File: config.mk
export PLATFORM = sky130hd
export DESIGN_NAME = music_sfx_sequencer
export DESIGN_NICKNAME = d
export VERILOG_FILES = /design/src/rtl/music_sfx_sequencer_pkg.sv /design/src/rtl/music_sfx_sequencer_fifo.sv /design/src/rtl/music_sfx_sequencer.sv
export SDC_FILE = /design/constraint.sdc
export NUM_CORES = 1
export LEC_CHECK = 0
export CORE_AREA = 2 2 84 86
export CTS_CLUSTER_DIAMETER = 80
export DETAILED_ROUTE_END_ITERATION = 10
export DIE_AREA = 0 0 86 88
export PLACE_DENSITY = 0.7
export SLEW_MARGIN = 20
export SYNTH_ARGS = -nofsm -noshare
export SYNTH_HDL_FRONTEND = slang
export SYNTH_SLANG_ARGS = --single-unit
export TNS_END_PERCENT = 1
File: constraint.sdc
create_clock -name clk -period 2.6 [get_ports clk]
set_input_delay 0.78 -clock clk [delete_from_list [all_inputs] [get_ports clk]]
set_output_delay 0.78 -clock clk [all_outputs]
set_load 0.02 [all_outputs]
File: src/rtl/music_sfx_sequencer_pkg.sv
// Shared types and constants for music_sfx_sequencer: FSM states, output codes,
// the per-effect duration table and the background-code filter.
package music_pkg;

  typedef enum logic [1:0] {
    ST_IDLE = 2'd0,
    ST_PLAY = 2'd1,
    ST_GAP  = 2'd2
  } seq_state_e;

  localparam logic [3:0] STATE_SILENT = 4'd0;
  localparam logic [3:0] SFX_BASE     = 4'd8;
  localparam logic [1:0] PITCH_RESET  = 2'd1;

  // Beats per effect, indexed by request line; every entry must be 1..15.
  localparam logic [3:0] SFX_BEATS [0:7] = '{
    4'd2, 4'd1, 4'd3, 4'd2, 4'd1, 4'd2, 4'd1, 4'd2
  };

  function automatic logic [3:0] bgm_code(input logic [3:0] bgm);
    return ((bgm >= 4'd1) && (bgm <= 4'd7)) ? bgm : STATE_SILENT;
  endfunction

endpackage

File: src/rtl/music_sfx_sequencer_fifo.sv
// sfx_fifo: small synchronous FIFO for queued effect indices. A push into a full
// FIFO is accepted when a pop happens in the same cycle.
module sfx_fifo #(
  parameter int DEPTH = 4,
  parameter int WIDTH = 3
) (
  input  logic                     clk,
  input  logic                     reset,
  input  logic                     push,
  input  logic [WIDTH-1:0]         push_data,
  input  logic                     pop,
  output logic [WIDTH-1:0]         pop_data,
  output logic                     full,
  output logic                     empty,
  output logic [$clog2(DEPTH):0]   count_next
);

  localparam int AW = $clog2(DEPTH);
  localparam logic [AW:0] CNT_FULL = (AW + 1)'(DEPTH);

  logic [WIDTH-1:0] mem_q [DEPTH];
  logic [AW-1:0]    wr_ptr_q, wr_ptr_d;
  logic [AW-1:0]    rd_ptr_q, rd_ptr_d;
  logic [AW:0]      count_q, count_d;
  logic             do_push, do_pop;

  always_comb begin
    do_pop   = pop && (count_q != '0);
    do_push  = push && ((count_q != CNT_FULL) || do_pop);
    wr_ptr_d = do_push ? wr_ptr_q + 1'b1 : wr_ptr_q;
    rd_ptr_d = do_pop  ? rd_ptr_q + 1'b1 : rd_ptr_q;
    count_d  = count_q;
    if (do_push && !do_pop) begin
      count_d = count_q + 1'b1;
    end else if (do_pop && !do_push) begin
      count_d = count_q - 1'b1;
    end
  end

  always_ff @(posedge clk or negedge reset) begin
    if (!reset) begin
      wr_ptr_q <= '0;
      rd_ptr_q <= '0;
      count_q  <= '0;
    end else begin
      wr_ptr_q <= wr_ptr_d;
      rd_ptr_q <= rd_ptr_d;
      count_q  <= count_d;
    end
  end

  // Storage needs no reset: entries are only read once the count says they are valid.
  always_ff @(posedge clk) begin
    if (do_push) begin
      mem_q[wr_ptr_q] <= push_data;
    end
  end

  assign pop_data   = mem_q[rd_ptr_q];
  assign full       = (count_q == CNT_FULL);
  assign empty      = (count_q == '0);
  assign count_next = count_d;

endmodule

File: src/rtl/music_sfx_sequencer.sv
// music_sfx_sequencer: arbitrates SFX requests and background music into gene_music's
// state/pitch inputs. Define MUSIC_SEQ_MUTE_EN to add the mute input.
module music_sfx_sequencer
  import music_pkg::*;
#(
  parameter int CLK_HZ     = 100_000_000,
  parameter int BEAT_HZ    = 16,
  parameter int FIFO_DEPTH = 4,
  parameter int NUM_EVT    = 8,
  parameter int GAP_BEATS  = 1
) (
  input  logic               clk,
  input  logic               reset,
  input  logic [NUM_EVT-1:0] evt_req,
  input  logic [3:0]         bgm_state,
  input  logic               pitch_up,
  input  logic               pitch_down,
  output logic [3:0]         state,
  output logic [1:0]         pitch,
  output logic               busy,
  output logic               drop
`ifdef MUSIC_SEQ_MUTE_EN
  ,
  input  logic               mute
`endif
);

  localparam int DIV   = CLK_HZ / BEAT_HZ;
  localparam int DIV_W = (DIV > 1) ? $clog2(DIV) : 1;
  localparam logic [DIV_W-1:0] DIV_LAST = DIV_W'(DIV - 1);
  localparam logic [3:0]       GAP_LOAD = 4'(GAP_BEATS);

  seq_state_e fsm_q, fsm_d;
  logic [2:0]       idx_q, idx_d;
  logic [3:0]       beat_q, beat_d;
  logic [3:0]       gap_q, gap_d;
  logic [DIV_W-1:0] div_q, div_d;
  logic [3:0]       state_q, state_d, state_core;
  logic [1:0]       pitch_q, pitch_d;
  logic             busy_q, busy_d;
  logic             drop_q, drop_d;

  logic             req_valid, req_extra;
  logic [2:0]       req_idx;
  logic             tick, div_restart;
  logic             fifo_pop, fifo_full, fifo_empty;
  logic [2:0]       fifo_data;
  logic [$clog2(FIFO_DEPTH):0] fifo_count_next;

  // Lowest set request bit wins; any other bit set in the same cycle is dropped.
  always_comb begin
    req_valid = |evt_req;
    req_idx   = '0;
    for (int i = NUM_EVT - 1; i >= 0; i--) begin
      if (evt_req[i]) begin
        req_idx = 3'(i);
      end
    end
    req_extra = |(evt_req & (evt_req - NUM_EVT'(1)));
  end

  assign fifo_pop = (fsm_q == ST_IDLE) && !fifo_empty;

  sfx_fifo #(
    .DEPTH (FIFO_DEPTH),
    .WIDTH (3)
  ) u_fifo (
    .clk        (clk),
    .reset      (reset),
    .push       (req_valid),
    .push_data  (req_idx),
    .pop        (fifo_pop),
    .pop_data   (fifo_data),
    .full       (fifo_full),
    .empty      (fifo_empty),
    .count_next (fifo_count_next)
  );

  assign tick = (div_q == DIV_LAST);

  always_comb begin
    fsm_d       = fsm_q;
    idx_d       = idx_q;
    beat_d      = beat_q;
    gap_d       = gap_q;
    div_restart = 1'b0;
    case (fsm_q)
      ST_IDLE: begin
        if (fifo_pop) begin
          fsm_d       = ST_PLAY;
          idx_d       = fifo_data;
          beat_d      = SFX_BEATS[fifo_data];
          div_restart = 1'b1;
        end
      end
      ST_PLAY: begin
        if (tick) begin
          if (beat_q == 4'd1) begin
            if (GAP_BEATS > 0) begin
              fsm_d       = ST_GAP;
              gap_d       = GAP_LOAD;
              div_restart = 1'b1;
            end else begin
              fsm_d = ST_IDLE;
            end
          end else begin
            beat_d = beat_q - 4'd1;
          end
        end
      end
      ST_GAP: begin
        if (tick) begin
          if (gap_q == 4'd1) begin
            fsm_d = ST_IDLE;
          end else begin
            gap_d = gap_q - 4'd1;
          end
        end
      end
      default: fsm_d = ST_IDLE;
    endcase
  end

  // Restarting on pop and gap entry keeps the first beat of each phase full length.
  always_comb begin
    div_d = div_q + 1'b1;
    if (div_restart || tick) begin
      div_d = '0;
    end
  end

  // Outputs are registered, so they are computed from the next FSM state.
  always_comb begin
    case (fsm_d)
      ST_PLAY: state_core = SFX_BASE + {1'b0, idx_d};
      ST_GAP:  state_core = STATE_SILENT;
      default: state_core = bgm_code(bgm_state);
    endcase
`ifdef MUSIC_SEQ_MUTE_EN
    state_d = mute ? STATE_SILENT : state_core;
`else
    state_d = state_core;
`endif
    busy_d = (fsm_d != ST_IDLE) || (fifo_count_next != '0);
    drop_d = req_extra || (req_valid && fifo_full && !fifo_pop);
  end

  always_comb begin
    pitch_d = pitch_q;
    if (pitch_up && !pitch_down && (pitch_q != 2'd3)) begin
      pitch_d = pitch_q + 2'd1;
    end else if (pitch_down && !pitch_up && (pitch_q != 2'd0)) begin
      pitch_d = pitch_q - 2'd1;
    end
  end

  always_ff @(posedge clk or negedge reset) begin
    if (!reset) begin
      fsm_q   <= ST_IDLE;
      idx_q   <= '0;
      beat_q  <= '0;
      gap_q   <= '0;
      div_q   <= '0;
      state_q <= STATE_SILENT;
      pitch_q <= PITCH_RESET;
      busy_q  <= 1'b0;
      drop_q  <= 1'b0;
    end else begin
      fsm_q   <= fsm_d;
      idx_q   <= idx_d;
      beat_q  <= beat_d;
      gap_q   <= gap_d;
      div_q   <= div_d;
      state_q <= state_d;
      pitch_q <= pitch_d;
      busy_q  <= busy_d;
      drop_q  <= drop_d;
    end
  end

  assign state = state_q;
  assign pitch = pitch_q;
  assign busy  = busy_q;
  assign drop  = drop_q;

endmodule

Word-level counts from Yosys, hierarchy flattened
Memories as Yosys holds them, arrays and structs flattened.
Cells that the tools add are included.
- add/subtract/negate cells: 11
- $lt $le $gt $ge: 3
- equality and inequality tests: 16
- mux-type cells: 40
- bitwise logic cells: 2
- reduce and logical (&&, ||, !) cells: 35
- operators by type and width (cell ; count):
    2-to-1 mux 4 bit ; 10
    2-to-1 mux 3 bit ; 12
    one-hot mux 4 bit (2 select lines) ; 3
    adder 23 x 1 -> 23 bit (second input constant) ; 1
    equality test 23 bit (second input constant) ; 1
    2-to-1 mux 23 bit ; 1
    OR reduction 8 bit ; 2
    2-to-1 mux 2 bit ; 7
    inequality test 2 bit (second input constant) ; 7
    logical AND 1 bit ; 12
    nonzero test 2 bit ; 5
    AND 8 bit ; 1
    equality test 4 x 1 -> 1 bit (second input constant) ; 2
    subtractor 4 x 1 -> 4 bit (second input constant) ; 2
    subtractor 8 x 1 -> 8 bit (second input constant) ; 1
    adder 2 x 1 -> 2 bit (second input constant) ; 3
    logical NOT 1 bit ; 6
    one-hot mux 2 bit (3 select lines) ; 1
    nonzero test 3 bit ; 2
    2-to-1 mux 1 bit ; 5
    AND reduction 5 bit ; 1
    adder 4 x 3 -> 4 bit (first input constant) ; 1
    equality test 2 x 1 -> 1 bit (second input constant) ; 2
    equality test 2 bit (second input constant) ; 2
    14 further kinds ; 17
- bits in registers: 51
- bits in writable memories: 12
- memory bits (read-only): 32
- input port bits: 16
- word-level logic and storage cells: 121
- memories: 2
- memory list (memory ; words ; width ; read ports ; clocked after Yosys merged registers in ; wr ports ; line ; source):
    (no name shown) ; 8 ; 4 ; 1 ; 0 ; 0 ; music_sfx_sequencer.sv:92 ; beat_d = SFX_BEATS[fifo_data];
    u_fifo.mem_q ; 4 ; 3 ; 1 ; 0 ; 1 ; music_sfx_sequencer_fifo.sv:21 ; logic [WIDTH-1:0] mem_q [DEPTH];

Depth between registers and ports, before layout
Gate-level depths: netlist of the first run.
- depth after elaboration: 12
- depth in mapped cells: 12
- depth with buffers taken out: 11

Hierarchy
From an unflattened synthesis of the first run, not the netlist that was laid out.
- cell total of the unflattened synthesis: 321
- area, all modules: 3305.7 µm²
- modules (own cells, without submodules) (module ; instances ; cells an instance ; area an instance (µm²) ; seq. area each (µm²)):
    music_sfx_sequencer ; 1 ; 252 ; 2363.5 ; 1102.3
    sfx_fifo ; 1 ; 69 ; 942.2 ; 535.5

Worst setup path after synthesis of the first run
Ideal clock, no wire load.
- kind: flip-flop to flip-flop
- from: register div_q[4]
- to: register busy_q (netlist: busy)
- library setup time: 0.139 ns
- arrival time: 2.539 ns
- data required time: 2.461 ns
- path slack: -0.078 ns
- cell stages (with the launch flop): 11
- buffers on the path: 3
- period minus slack after synthesis: 2.678 ns
- cells stage by stage: dfrtp_1 -> buf_6 -> nor4_2 -> nand4_1 -> or4_1 -> buf_2 -> clkbuf_1 -> a21oi_1 -> ha_1 -> inv_1 -> or4_1
- longest elaborated chain between the ends: 5
- elaborated cells between the ends (all ways): 6
- RTL lines (item ; line ; source):
    from (decl) ; music_sfx_sequencer.sv:37 ; logic [DIV_W-1:0] div_q, div_d;
    from (signal assigned) ; music_sfx_sequencer.sv:173 ; div_q <= div_d;
    equality test 23 bit (*) ; music_sfx_sequencer.sv:79 ; assign tick = (div_q == DIV_LAST);
    2-to-1 mux 2 bit (on tied branches) ; music_sfx_sequencer.sv:112, music_sfx_sequencer.sv:97 ;
    one-hot mux 2 bit (3 select lines) (*) ; music_sfx_sequencer.sv:87 ; case (fsm_q)
    nonzero test 2 bit (*) ; music_sfx_sequencer.sv:144 ; busy_d = (fsm_d != ST_IDLE) || (fifo_count_next != '0);
    logical OR 1 bit (*) ; music_sfx_sequencer.sv:144 ;
    net busy_d ; music_sfx_sequencer.sv:40 ; logic busy_q, busy_d;
    to (signal assigned) ; music_sfx_sequencer.sv:176 ; busy_q <= busy_d;
    to (decl) ; music_sfx_sequencer.sv:40 ;
The timed path passes the listed nets; every way through them passes the cells marked *.
A chain may end at the register's enable or synchronous reset.

Worst setup path in the final report of the first run
- from: register div_q[20]
- to: register busy_q (netlist: busy)
The elaborated chain is that of the path after synthesis.

==> results of run 1 <==
==> metal layers <==
| metal | GRT usage [%] | part of all wire, % | up-vias |
|---|---|---|---|
| met3 | 4.81 | 2.9 | 11 |
| met1 | 23.0 | 45 | 1238 |
| met2 | 33.5 | 50 | 40 |
| met4 | 8.51 | 1.9 | 0 |
| met5 | 0 | 0 | - |
| li1 | - | - | 1248 |
==> power by group <==
| group | switching [mW] | internal, mW |
|---|---|---|
| Clock | 0.364 | 0.391 |
| Sequential | 0.0654 | 1.16 |
| Combinational | 0.268 | 0.236 |
| Total | 0.698 | 1.78 |
==> cells in the final DEF, fill, tap and decap left out, drive strengths merged, types with 2 or more instances in the layout <==
cell type | synthesis | routed
nor3 | 12 | 12
xnor2 | 20 | 20
o31ai | 3 | 3
dfrtp | 50 | 50
and4 | 2 | 2
a21oi | 7 | 7
nand2b | 9 | 9
mux2 | 2 | 2
and2 | 5 | 5
xor2 | 6 | 6
o21bai | 2 | 2
nor4 | 8 | 8
or4 | 4 | 4
edfxtp | 12 | 12
clkbuf | 6 | 12
o21ai | 12 | 12
or3 | 3 | 3
o311ai | 2 | 2
nor2 | 44 | 44
maj3 | 2 | 2
and3 | 3 | 3
a21boi | 3 | 3
clkinvlp | 0 | 2
nor2b | 6 | 6
nand4 | 7 | 7
ha | 15 | 15
clkdlybuf4s50 | 0 | 22
buf | 2 | 53
mux4 | 3 | 3
a22o | 4 | 4
inv | 23 | 23
mux2i | 2 | 2
a211o | 2 | 2
nand3 | 9 | 9
nand2 | 16 | 16
==> metrics by stage <==
stage / hold WS (ns) / worst slack, ns / util (%) / instances / setup TNS (ns)
3_5_place_dp: 0.491 / -0.218 / 57.4 / 447 / -0.228
3_3_place_gp: 0.488 / -0.168 / 57.4 / 447 / -0.168
5_1_grt: 0.449 / -0.0934 / 62.1 / 477 / -0.148
2_1_floorplan: 0.448 / 0.00259 / - / 315 / 0
4_1_cts: 0.430 / -0.0145 / 61.5 / 473 / -0.0145
6_report: 0.437 / -0.00202 / 62.1 / 477 / -0.00202
==> final cells by class <==
cell class | count | area (sq um)
Clock inverter | 3 | 20.0
Clock buffer | 12 | 155
Fill cell | 551 | 2520
Inverter | 23 | 86.3
Timing Repair Buffer | 75 | 619
Tap cell | 80 | 100
Sequential cell | 63 | 1640
Multi-Input combinational cell | 221 | 1510
==> cells by family after synthesis <==
group,Yosys count
and+or+nand+nor,129
AOI/OAI and AO/OA,42
xor gates and xnor gates,26
muxes,7
buffers and inverters,31
DFF,63
adders and majority gates,17
==> how the worst min path moves through the flow <==
stage | from | endpoint | slack (ns)
CTS | reset | idx_q[0] | 0.43
detailed placement | idx_q[0] | idx_q[0] | 0.49
global placement | idx_q[0] | idx_q[0] | 0.49
finish | reset | drop | 0.44
floorplan | div_q[0] | div_q[0] | 0.45
global route | reset | state[3] | 0.45
==> timing repair <==
item / in CTS / in global routing
setup buffers: 11 / 4
pin swaps: 4 / 0
resized for setup: 5 / 4
endpoints found under the setup margin: 4 / 6
endpoints found under the hold margin: 0 / 0
==> flip-flops by register name (all words and copies together) (netlist names) <==
signal / count
div_q: 23
u_fifo.mem_q: 12
beat_q: 4
gap_q: 4
state: 4
idx_q: 3
u_fifo.count_q: 3
fsm_q: 2
pitch: 2
u_fifo.rd_ptr_q: 2
u_fifo.wr_ptr_q: 2
busy: 1
drop: 1
==> flow_summary.toml, run 1 <==
[setup_path]
path_buf_inv = 2
r2r_slack_ns = -0.002
startpoint_type = "flop"
cp-endpoint = "busy"
cp_cell_sequence = "inv_1 -> or3_4 -> or4_4 -> mux2i_2 -> nor2b_4 -> ha_2 -> inv_2 -> or4_1"
r2r-start = "div_q[20]"
cp_slowest_cell = "or4_4"
slowest_delay_ns = 0.56
r2r-end = "busy"
ff2ff_path_depth = 8
required_ns = 2.81
worstSetupEndpointType = "flop"
cp.depth = 8
critical_path.top_delay_family = "simple AND/OR/NAND/NOR gates"
crit_fanout = 2
critPathKind = "flop to flop"
crit_arrival_ns = 2.81
crit_start = "div_q[20]"

[timing]
setup_viol = 1
drv_slew = 0
slew_headroom_pct = 63.5
fin_ws_ns = -0.00202
timing.final.crit_share_pct = 100
worst_pin_slew_ns = 0.534
skew_ns = 0.00882
fin_crit_ns = 2.60
fmax_mhz = 384
rsz0062_at_grt = "true"
hold_viol = 0

[power_and_ir_drop]
peakVddDrop_v = 0.000385
p_total_mw = 2.48
powerDensity_nw_per_um2 = 601
p_leak_nw = 1.81

[placement]
dp_hpwl_um = 4660
gp_congestion = 0.813
placed_cell_area_sq_um = 3810
port_buffers = 23

[cells_and_area]
layout-drive-gt1-share_pct = 21.7
stdcell_area_sq_um = 4130
n_antenna_cell = 0
area_growth_pct = 27.3
fin_nets = 424

[drt]
drt_iter0_drc = 81
vias_per_cell = 5.32
wirelength_um = 6530
ant_nets = 0
via_count = 2537
drc = 0
post_drt_wl_per_cell_um = 13.7
first_pass_iters = 4

[synth]
synth-simple-area-share_pct = 20.0
postSynthCellCount = 315
synth_edf_count = 12
ys_async_sr_fraction_pct = 81.0
synth_top_family_by_area = "simple AND/OR/NAND/NOR gates"
synth-seq-cells = 63
synth_area_sq_um = 3240
synth.most_common_cell = "dfrtp_1"
yosys-top-cells-count = "dfrtp_1, nor2_1, inv_1"
synthMuxAreaShare_pct = 3.40
yosys.area_share.adder_pct = 6.41
ys_warn_count = 0
synthTopCellsByArea = "dfrtp_1, edfxtp_1, ha_1, xnor2_1, nor2_1"
synth_cell_types = 45
synthFlopType = "dfrtp_1"
synth_xor_area_share_pct = 7.02
synth_top_area_cell = "dfrtp_1"
synth-compound-area-share_pct = 8.76
syn_area_per_cell_sq_um = 10.3
synth_top_area_share_pct = 38.6
syn-num-nets = 346
ys_seq_area_share_pct = 50.5

[run_status]
status = "complete, but fails checks"
violations = "negative setup slack"

[floorplan]
die_x_um = 86
die_area_sq_um = 7570
core-area_sq_um = 6640
start_util_pct = 48.8
die_h_um = 88
pin_count = 24
num_rows = 30

[cts]
hold_buffers = 0
clock_latency_ns = 0.34
cts_buffer_depth = 2
clockRootBuffer = "clkbuf_8"
cts_tree = "yes"
cts.htree.levels = 3
cts-buffers-inserted = 9
clock_sinks = 63
clkTransAtPathRegs_ns = 0.07

[global_route]
grt_pass1_vias = 2592
grt-ovfl-total = 0
grt_start_max_net_pins = 28
grt.total_usage_pct = 19.4
grt_pass1_wl_um = 11400
antenna_found_initial = 0

[flow_run]
cap_violations = 0

[min_path]
hp-class = "input pin to asynchronous set/reset pin"
No activity file was read; power rests on OpenSTA's default activity.
==> run 2: changes to the inputs <==
- CORE_AREA: 2 2 84 86 -> 2 2 89 91
- DIE_AREA: 0 0 86 88 -> 0 0 91 93
- PLACE_DENSITY: 0.7 -> 0.61
- clock period: 2.6 -> 2.7 ns (I/O delays scaled with it)
==> run 2 against run 1 <==
  * The run now ends clean
  * Non-clock buffer count fell by 18
  * First-iteration DRC count rose by 20%
  * Clock-buffer cell count rose by 1
  * Sequential cell count did not move
  * Worst setup slack improved by 0.061 ns
  * Cell count rose by 1.0%
  * Sequential share of layout area rose by 0.19 points
  * Global-route usage fell by 2.9 points
  * Critical path depth did not move
  * Combinational power fell by 4.2%
==> flow_summary.toml, run 2 (synthesis gave the netlist of run 1 again) <==
[setup_path]
slowest_delay_ns = 0.60
critical_path.top_delay_family = "simple AND/OR/NAND/NOR gates"
critPathKind = "flop to flop"
crit_arrival_ns = 2.86
crit_top_cell = "inv_1"
startpoint_type = "flop"
crit_fanout = 2
r2r_slack_ns = 0.06
path_buf_inv = 2
ff2ff_path_depth = 8
r2r-end = "busy"
r2r-start = "div_q[20]"
cp_slowest_cell = "or4_4"
cp_cell_sequence = "inv_1 -> or3_4 -> or4_4 -> mux2i_4 -> nor2b_4 -> ha_2 -> inv_1 -> or4_1"
required_ns = 2.91
worstSetupEndpointType = "flop"

[cells_and_area]
fin_nets = 406
final_cell_mix = "dfrtp_1, nor2_1, buf_4"
reg_top3 = "div_q (23), u_fifo.mem_q (12)"
n_fill_cell = 680
n_antenna_cell = 0
utilization_pct = 54.5
area_growth_pct = 26.6
largest_reg_flops = 23
final_cells = 482
regMostFlops = "div_q"
stdcell_area_sq_um = 4110
final_common_cell = "dfrtp_1"
layout-drive-gt1-share_pct = 17.1

[drt]
drc = 0
via_count = 2431
wirelength_um = 6310
post_drt_wl_per_cell_um = 13.1
vias_per_cell = 5.04
first_pass_iters = 4
ant_nets = 0
drt_iter0_drc = 97

[placement]
dp_hpwl_um = 4570
placed_cells = 462
gp_congestion = 0.761
place_worst_setup_slack_ns = -0.116
port_buffers = 23
placed_cell_area_sq_um = 3790

[timing]
hold_viol = 0
fin_crit_ns = 2.64
timing.final.crit_share_pct = 97.8
finalSetupTns_ns = 0
skew_ns = 0.00624
slew_headroom_pct = 72.0
setup_viol = 0
drv_slew = 0
worst_pin_slew_ns = 0.409
worst_hold_slack_ns = 0.299
fin_ws_ns = 0.0586
fmax_mhz = 379

[cts]
clock_sinks = 63
cts.htree.levels = 3
cts_tree = "yes"
cts-buffers-inserted = 9
cts_buffer_depth = 2
clockRootBuffer = "clkbuf_8"
clkTransAtPathRegs_ns = 0.07
clock_latency_ns = 0.34

[power_and_ir_drop]
p_total_mw = 2.58
peakVddDrop_v = 0.000324
p_leak_nw = 1.77
powerDensity_nw_per_um2 = 629

[run_status]
status = "finished clean"

[floorplan]
core-area_sq_um = 7530
start_util_pct = 43.1
num_rows = 32
die_x_um = 91
pin_count = 24
die_h_um = 93
die_area_sq_um = 8460

[global_route]
grt_pass1_wl_um = 11000
grt_start_max_net_pins = 47
grt-ovfl-total = 0
grt.total_usage_pct = 16.5
antenna_found_initial = 0
grt_pass1_vias = 2480

[flow_run]
cap_violations = 0

[min_path]
hp-class = "input pin to asynchronous set/reset pin"
-- run 2: how the worst max path moves through the flow --
stage                           from    to  cells after the start
final                      div_q[20]  busy                      8
after global placement    evt_req[4]  busy                      7
after global routing       div_q[17]  busy                      8
after floorplan             div_q[4]  busy                     10
after detailed placement  evt_req[4]  busy                      7
after CTS                   div_q[5]  busy                      8
-- run 2: worst reg2reg max path: cells and delay by family (launching register included) --
family / cells / cell delay [ns]
simple gates: 4 / 1.68
flops: 1 / 0.38
mux: 1 / 0.19
fa+ha+maj: 1 / 0.17
buf+inv: 2 / 0.10
-- run 2: area by class of cell --
cell class | instances | area (sq um) | area share (%)
clock inverter | 3 | 65.1 | 1.58
multi-input combinational | 221 | 1520 | 37.1
sequential | 63 | 1640 | 39.9
timing repair buffer | 57 | 505 | 12.3
tap | 102 | 128 | 3.11
inverter | 23 | 86.3 | 2.10
clock buffer | 13 | 159 | 3.87
-- run 2: per-layer routing --
metal	wire length (um)	GRT usage (%)	up-vias
met5	0	0	-
met4	136	7.95	0
met3	198	4.19	12
met2	3080	28.1	29
met1	2900	19.5	1171
li1	-	-	1219
-- run 2: report_power, final --
group | total, mW | switching, mW | internal [mW]
clock network | 0.925 | 0.356 | 0.570
logic | 0.483 | 0.256 | 0.226
registers | 1.17 | 0.0607 | 1.11
-- run 2: what timing repair did --
item                                    in CTS  in global routing
hold buffers                                 0                  0
buffers inserted                             0                  4
resized for setup                            3                 10
endpoints found under the setup margin       4                  4
pin swaps                                    0                  3
==> run 3: changes to the inputs <==
- CORE_AREA: 2 2 89 91 -> 2 2 78 80
- CTS_CLUSTER_SIZE: default -> 24
- DIE_AREA: 0 0 91 93 -> 0 0 80 82
- PLACE_DENSITY: 0.61 -> 0.77
==> run 3 against run 2 <==
  * Clock skew is 0.0011 ns higher
  * Non-clock buffer count is 1 higher
  * First-iteration DRC count is 61% higher
  * Critical endpoint unchanged
  * Highest routed layer unchanged
  * Power is 1.8% lower
  * Die area is 22% lower
  * Largest cell class unchanged
  * Worst hold slack better by 0.18 ns
  * Largest power group unchanged
  * Combinational power is 3% higher
  * Utilization is 16 points higher
  * Register-to-register slack worse by 0.03 ns
  * Sequential share of layout area is 0.46 points higher
  * Global-route usage is 7.0 points higher
  * Critical path type unchanged
  * Clock-buffer cell count is 1 lower
==> flow_summary.toml, run 3 (synthesis gave the netlist of run 1 again) <==
[cts]
cts-buffers-inserted = 9
clock_sinks = 63
cts_tree = "yes"
cts_buffer_depth = 2
clockRootBuffer = "clkbuf_8"
hold_buffers = 0
clkTransAtPathRegs_ns = 0.07
cts.htree.levels = 3
clock_latency_ns = 0.34

[timing]
timing.final.crit_share_pct = 98.8
slew_headroom_pct = 57.7
hold_viol = 0
drv_slew = 0
skew_ns = 0.00731
finalSetupTns_ns = 0
fmax_mhz = 375
setup_viol = 0
worst_pin_slew_ns = 0.634
rsz0062_at_grt = "true"
fin_crit_ns = 2.67

[drt]
drc = 0
vias_per_cell = 5.54
drt_iter0_drc = 156
wirelength_um = 6870
via_count = 2519
post_drt_wl_per_cell_um = 15.1
first_pass_iters = 4
ant_nets = 0

[cells_and_area]
layout-drive-gt1-share_pct = 17.4
area_growth_pct = 25.2
fin_nets = 407
stdcell_area_sq_um = 4060
utilization_pct = 70.6
n_antenna_cell = 0
regMostFlops = "div_q"
final_cell_mix = "dfrtp_1, nor2_1, buf_4"
final_common_cell = "dfrtp_1"
reg_top3 = "div_q (23), u_fifo.mem_q (12)"
final_cells = 455
largest_reg_flops = 23
multi_input_area_sq_um = 1530
seq_area_sq_um = 1640
n_fill_cell = 436

[floorplan]
die_x_um = 80
core-area_sq_um = 5750
num_rows = 28
start_util_pct = 56.4
pin_count = 24
die_area_sq_um = 6560
die_h_um = 82

[global_route]
grt.total_usage_pct = 23.4
grt-ovfl-total = 0
grt_start_max_net_pins = 27
antenna_found_initial = 0
grt_pass1_wl_um = 11600
grt_pass1_vias = 2562

[placement]
gp_congestion = 0.822
placed_cell_area_sq_um = 3740
dp_hpwl_um = 4740
placed_cells = 433
port_buffers = 23

[setup_path]
startpoint_type = "flop"
crit_arrival_ns = 2.88
critPathKind = "flop to flop"
required_ns = 2.91
crit_fanout = 2
worstSetupEndpointType = "flop"

[min_path]
hp-class = "input pin to asynchronous set/reset pin"

[run_status]
status = "finished clean"

[power_and_ir_drop]
powerDensity_nw_per_um2 = 625
p_leak_nw = 1.76
peakVddDrop_v = 0.000442

[flow_run]
cap_violations = 0
## run 3: cell count changes in the layout (fill, tap and decap cells not counted), sizes merged
cell / before / now
clkbuf: 13 / 12
bufinv: 2 / 1
buf: 35 / 36
clkinv: 1 / 2
## run 3: timing repair
item                                    CTS  global route
gates resized for setup                   9             4
pin swaps                                 5             5
endpoints found under the setup margin    4             4
buffers inserted                          6             1
## run 3: worst max-delay path: stages, from the launching register on
cell and delay [ns]:
dfrtp_1 0.40, nor4_2 0.30, nand4_1 0.18, or4_4 0.61, mux2i_4 0.19, nor2b_4 0.19, ha_4 0.14, inv_2 0.03
or4_1 0.49
## run 3: final cells by class
cell class	count	share of cell area, %
inverters	23	2.13
well taps	75	2.31
clock inverters	3	0.986
flip-flops and latches	63	40.4
clock buffers	12	4.10
multi-input cells	221	37.6
repair buffers	58	12.5
## run 3: where the power goes
part | internal, mW | leakage (nW) | total [mW] | switching (mW)
Clock | 0.500 | 0.107 | 0.860 | 0.360
Combinational | 0.231 | 0.904 | 0.496 | 0.266
Sequential | 1.11 | 0.748 | 1.18 | 0.0650
## run 3: metrics by stage
| stage | total power [mW] | hold WS (ns) | worst slack [ns] |
|---|---|---|---|
| 2_1_floorplan | 1.49 | 0.448 | 0.0223 |
| 3_3_place_gp | 1.66 | 0.462 | -0.105 |
| 3_5_place_dp | 1.70 | 0.483 | -0.146 |
| 4_1_cts | 2.55 | 0.493 | -0.00857 |
| 5_1_grt | 2.67 | 0.515 | -0.0495 |
| 6_report | 2.54 | 0.483 | 0.0329 |
## run 3: final timing paths
path	slack (ns)	startpoint	depth (start not counted)	to
worst max-delay path	0.03	div_q[5]	8	busy
worst min-delay path	0.48	reset	1	state[2]
worst max register to register	0.03	div_q[5]	8	busy
worst min register to register	0.50	div_q[0]	1	div_q[0]
max in group asynchronous	1.58	reset	2	pitch[0]
min in group clk	0.50	div_q[0]	1	div_q[0]
## run 3: per-layer routing
metal  global-route usage (%)  vias up  part of all wire [%]  routed length [um]
met4                     10.3        0                   1.8                 121
met2                     43.6       57                    54                3730
li1                         -     1220                     -                   -
met3                     4.95       14                   2.9                 202
met1                     25.8     1228                    41                2810
met5                        0        -                     0                   0
